`config.mk`:
```
export PLATFORM = sky130hd
export DESIGN_NAME = mips_dmem_arbiter
export DESIGN_NICKNAME = d
export VERILOG_FILES = /design/src/rtl/mips_pkg.sv /design/src/rtl/mips_rr_pick2.sv /design/src/rtl/mips_dmem_arbiter.sv
export SDC_FILE = /design/constraint.sdc
export NUM_CORES = 1
export LEC_CHECK = 0
export ABC_AREA = 1
export CORE_AREA = 3 3 91 93
export CTS_BUF_LIST = sky130_fd_sc_hd__clkbuf_16
export DETAILED_ROUTE_END_ITERATION = 8
export DIE_AREA = 0 0 94 96
export PLACE_DENSITY_LB_ADDON = 0.12
export REMOVE_ABC_BUFFERS = 1
export SYNTH_ARGS = -nofsm -noshare
export SYNTH_HDL_FRONTEND = slang
export SYNTH_SLANG_ARGS = --single-unit
export TNS_END_PERCENT = 1
```
`constraint.sdc`:
```
create_clock -name clk -period 2.6 [get_ports clk]
set_input_delay 0.39 -clock clk [delete_from_list [all_inputs] [get_ports clk]]
set_output_delay 0.39 -clock clk [all_outputs]
set_load 0.05 [all_outputs]
```
`src/rtl/mips_pkg.sv`:
```
// Shared MIPS data-memory types: address/data widths, arbiter states and
// the request bundle carried from a requester to the data memory.
package mips_pkg;

    localparam int DMEM_ADDR_W = 10;
    localparam int DATA_W      = 32;

    typedef enum logic {
        ARB_IDLE,
        ARB_RD_WAIT
    } arb_state_e;

    typedef struct packed {
        logic                   we;
        logic [DMEM_ADDR_W-1:0] addr;
        logic [DATA_W-1:0]      wdata;
    } dmem_req_t;

    function automatic logic [1:0] onehot2(input logic sel);
        return sel ? 2'b10 : 2'b01;
    endfunction

endpackage

```
`src/rtl/mips_rr_pick2.sv`:
```
// Two-way request picker: a single requester wins; on a tie either port 0
// (fixed priority) or the port not granted last time wins.
module mips_rr_pick2
    import mips_pkg::*;
(
    input  logic [1:0] req,
    input  logic       last,
    input  logic       fixed_pri,
    output logic [1:0] gnt
);

    always_comb begin
        gnt = 2'b00;
        unique case (req)
            2'b01:   gnt = 2'b01;
            2'b10:   gnt = 2'b10;
            2'b11:   gnt = onehot2(!(fixed_pri || last));
            default: gnt = 2'b00;
        endcase
    end

endmodule

```
`src/rtl/mips_dmem_arbiter.sv`:
```
// Shares the single-port data memory between the core (port 0) and the
// loader/debug master (port 1); one access per grant, reads block until rvalid.
module mips_dmem_arbiter #(
    parameter int ADDR_W    = 10,
    parameter int DATA_W    = 32,
    parameter int MEM_LAT   = 1,
    parameter bit FIXED_PRI = 1'b0
) (
    input  logic              clk,
    input  logic              rst,
    input  logic              m0_req,
    input  logic              m0_we,
    input  logic [ADDR_W-1:0] m0_addr,
    input  logic [DATA_W-1:0] m0_wdata,
    output logic              m0_gnt,
    output logic              m0_rvalid,
    output logic [DATA_W-1:0] m0_rdata,
    input  logic              m1_req,
    input  logic              m1_we,
    input  logic [ADDR_W-1:0] m1_addr,
    input  logic [DATA_W-1:0] m1_wdata,
    output logic              m1_gnt,
    output logic              m1_rvalid,
    output logic [DATA_W-1:0] m1_rdata,
    output logic              mem_en,
    output logic              mem_we,
    output logic [ADDR_W-1:0] mem_addr,
    output logic [DATA_W-1:0] mem_wdata,
    input  logic [DATA_W-1:0] mem_rdata
);

    import mips_pkg::*;

    localparam int CNT_W = 2;

    arb_state_e       state;
    logic [CNT_W-1:0] cnt;
    logic             last_gnt;
    logic             owner;
    logic [1:0]       req;
    logic [1:0]       pick;
    logic [1:0]       gnt;
    logic             idle;
    logic             sel1;
    logic             rd_done;

    assign req = {m1_req, m0_req};

    mips_rr_pick2 u_pick (
        .req       (req),
        .last      (last_gnt),
        .fixed_pri (FIXED_PRI),
        .gnt       (pick)
    );

    // rst gates grants so a held request cannot leak a strobe while in reset
    assign idle = rst && (state == ARB_IDLE);
    assign gnt  = idle ? pick : 2'b00;
    assign sel1 = gnt[1];

    assign m0_gnt    = gnt[0];
    assign m1_gnt    = gnt[1];
    assign mem_en    = |gnt;
    assign mem_we    = mem_en && (sel1 ? m1_we : m0_we);
    assign mem_addr  = !mem_en ? '0 : (sel1 ? m1_addr : m0_addr);
    assign mem_wdata = !mem_en ? '0 : (sel1 ? m1_wdata : m0_wdata);

    assign rd_done   = (state == ARB_RD_WAIT) && (cnt == '0);
    assign m0_rvalid = rd_done && !owner;
    assign m1_rvalid = rd_done && owner;
    assign m0_rdata  = m0_rvalid ? mem_rdata : '0;
    assign m1_rdata  = m1_rvalid ? mem_rdata : '0;

    always_ff @(posedge clk or negedge rst) begin
        if (!rst) begin
            state    <= ARB_IDLE;
            cnt      <= '0;
            last_gnt <= 1'b1;
            owner    <= 1'b0;
        end else begin
            unique case (state)
                ARB_IDLE: begin
                    if (mem_en) begin
                        last_gnt <= sel1;
                        if (!mem_we) begin
                            owner <= sel1;
                            cnt   <= CNT_W'(MEM_LAT - 1);
                            state <= ARB_RD_WAIT;
                        end
                    end
                end
                ARB_RD_WAIT: begin
                    if (cnt != '0) cnt   <= cnt - 1'b1;
                    else           state <= ARB_IDLE;
                end
                default: state <= ARB_IDLE;
            endcase
        end
    end

endmodule

```
==> key figures <==
Status
  • Run status: finished, final reports clean

Logic synthesis
  • Top cells by area, synth: nand2_1, nor2_1, a21oi_1
  • Avg Synthesized Cell Area: 4.782 µm²
  • YS warnings: 0
  • Post-synth top area share: about 26%
  • Post-synth ARST share: 100.0%
  • EDFF count, synth: 0
  • Synth area leader: nand2_1
  • Count leader, synth: nand2_1
  • Post-Synthesis Cells: 281
  • Post-synth top cells: nand2_1, nor2_1, a21oi_1, inv_1, buf_2
  • Yosys reg bits: 5
  • Post-synthesis cell area: 0.001344 mm²
  • Yosys cell types: 19
  • Register area share after synthesis: 9.404%
  • Ys flop type: dfrtp_1

Global route
  • Largest net degree at the start of global routing: 33
  • Vias in the first global route: 2,421
  • Total grt overflow: 0
  • First-pass GRT wire length: 11,720 µm
  • Initial antenna violation count: 0
  • Overall Global Routing Usage: 16.24%

Clock network
  • CTS-repair resized insts: 0
  • # clock sinks: 5
  • Clk Latency, worst-skew pair: 0.22 ns
  • CTS tree: yes
  • Postcts setup bufs: 0
  • CTS buffer count: 3
  • Worst-path clk slew: around 0.030 ns
  • Clock H-tree levels: 1
  • Root buf cell: clkbuf_16
  • Clock buffer depth: 2
  • CTS Hold Buffers Added: 0

Worst setup path
  • Crit Path Class: input port to output port
  • CP Cell Sequence: clkdlybuf4s50_1 > nand2_1 > nand3_4 > buf_4 > nand2_1 > a21oi_1 > buf_12
  • Worst-path fanout max: 31
  • FF-to-FF Start: state$_DFF_PN0_
  • FF-to-FF End: owner$_DFFE_PN0P_
  • Critical Path RT: 2.21 ns
  • Slowest cell on crit path: clkdlybuf4s50_1
  • R2r setup slk: about 1.2 ns
  • Worst setup SP type: input port
  • CP most frequent cell: nand2_1
  • Crit-path leading delay family: buffers and inverters
  • Slowest stage delay, CP: ~0.50 ns
  • Crit end category: output port
  • Worst EP arrival: 2.04 ns
  • WP buf/inv: 3
  • Worst Reg-to-Reg Cells: 7

Pwr
  • Clock network fraction of total power: 16.2%
  • Switching pwr: 0.7166 mW
  • Worst vdd ir: 0.1893 mV
  • Sequential power share: 6.3%
  • Comb power frac: 77.5%
  • Pwr dens: 367.0 mW/mm²
  • Switching share of total power: 47.18%
  • Pint: 0.8024 mW
  • Pleak: slightly above 2 nW

Die
  • Core region area: 0.007607 mm²
  • IO Count: 234
  • Total die area: 0.009024 mm²
  • FP Rows: 32
  • Initial Utilization: 17.66%
  • Die Y: around 96 µm
  • Die Width: 94 µm

Routing
  • DR pass1 iterations: 4
  • DRT antenna net count: 0
  • Via count: 2,517
  • DRC: 0
  • Initial DRC count: 45
  • Vias per cell: 4.133
  • Wirelength per Cell: 13.41 µm
  • Post-Route WL: 8169 µm

Final layout
  • Fillers: 697
  • # diodes: 0
  • Nets: 631
  • Area grow syn2layout: 208.0%
  • Proportion of layout cells with a drive suffix above 1: 25.84%
  • Non-Filler Instances: around 600
  • Final Util: a little over half

Min path
  • Hold Path Class: input port to async pin

Timing
  • Hold slack: between 0.4 and 0.5 ns
  • Clock Skew: 0.0004739 ns
  • Max Clock Freq: 0.4108 GHz
  • RSZ-0062 raised after global routing: false
  • Relative slew margins: 66.22%
  • Final setup fails: 0
  • Min Tclk post-route: between 2 and 2.5 ns
  • Worst-margin pin slew: 0.5060 ns
  • Final Hold Vio Count: 0
  • Pins Over Slew Limit: 0
  • Crit share post-route: 93.62%

Flow run
  • Number of max-cap violations: 0

Placed design
  • Gpl congestion: 0.7713
  • IO buf count: ~230
  • Number of instances in the placed design: roughly 610
  • Detailed placement HPWL: around 7100 µm
-- cell families after synthesis --
group | after synthesis | share of synthesized area (%)
AO/OA/AOI/OAI | 46 | 17.13
adder cells (fa/ha/maj) | 1 | 0.9309
buffers and inverters | 61 | 22.07
flip-flops | 5 | 9.405
AND/OR/NAND/NOR | 168 | 50.47
-- power by group through the flow --
stage	registers, mW	logic, mW	clock network [mW]
6_report	0.0957	1.18	0.246
5_1_grt	0.0971	1.24	0.256
4_1_cts	0.0958	1.19	0.250
3_5_place_dp	0.0963	1.19	0
3_3_place_gp	0.0961	1.18	0
2_1_floorplan	0.0948	0.572	0
-- area by class of cell --
type	instances	area, µm²	area share, %
inverter	43	162.7	3.930
tap	102	127.6	3.083
clock inverter	1	3.754	0.09069
timing repair buffer	240	2723	65.78
sequential	5	126.4	3.053
multi-input combinational	215	920.9	22.25
clock buffer	3	75.07	1.814
-- registers in the layout, indices dropped and copies added, names as in the netlist --
name / flops
cnt: 2
last_gnt: 1
owner: 1
state: 1
-- how the worst max path moves through the flow --
stage / start / endpoint / cells after the start
2_1_floorplan: cnt[0]$_DFFE_PN0P_ / m1_rdata[0] / 6
3_3_place_gp: m0_req / mem_wdata[23] / 7
3_5_place_dp: m0_req / mem_wdata[23] / 7
4_1_cts: m0_req / mem_wdata[23] / 7
5_1_grt: m0_req / mem_wdata[23] / 7
6_report: m0_req / mem_wdata[23] / 7
-- routing by layer --
metal	part of all wire (%)	routed length, µm	GRT usage (%)	vias to the layer above
met4	0.98	80	3.008	0
met5	0	0	0	-
met1	32	2618	16.18	1072
met3	14	1106	6.880	4
li1	-	-	-	1295
met2	53	4363	31.52	146
-- per-stage QoR --
stage | TNS [ns] | total power [mW] | instance area, µm² | setup slack, ns
5_1_grt | 0 | 1.595 | 4139 | 0.07113
4_1_cts | 0 | 1.537 | 4139 | 0.1144
3_5_place_dp | 0 | 1.284 | 4060 | 0.1156
6_report | 0 | 1.519 | 4139 | 0.1660
3_3_place_gp | 0 | 1.281 | 4060 | 0.1625
2_1_floorplan | -16.39 | 0.6672 | 1210 | -0.2049
-- cell usage in the layout, fill, tap and decap left out --
cell and count:
clkdlybuf4s50_1 123, nand2_1 93, buf_4 68, nor2_1 64, buf_12 49, a21oi_1 44
inv_1 39, inv_2 4, nand3_1 4, dfrtp_1 4, clkbuf_16 3, nor3_2 2
o21ai_0 2, nor2_4 1, nand2_2 1, nand3_4 1, clkinv_2 1, nand4_1 1
nand3b_1 1, ha_1 1, dfstp_2 1
(Power assumes the default switching activity.)
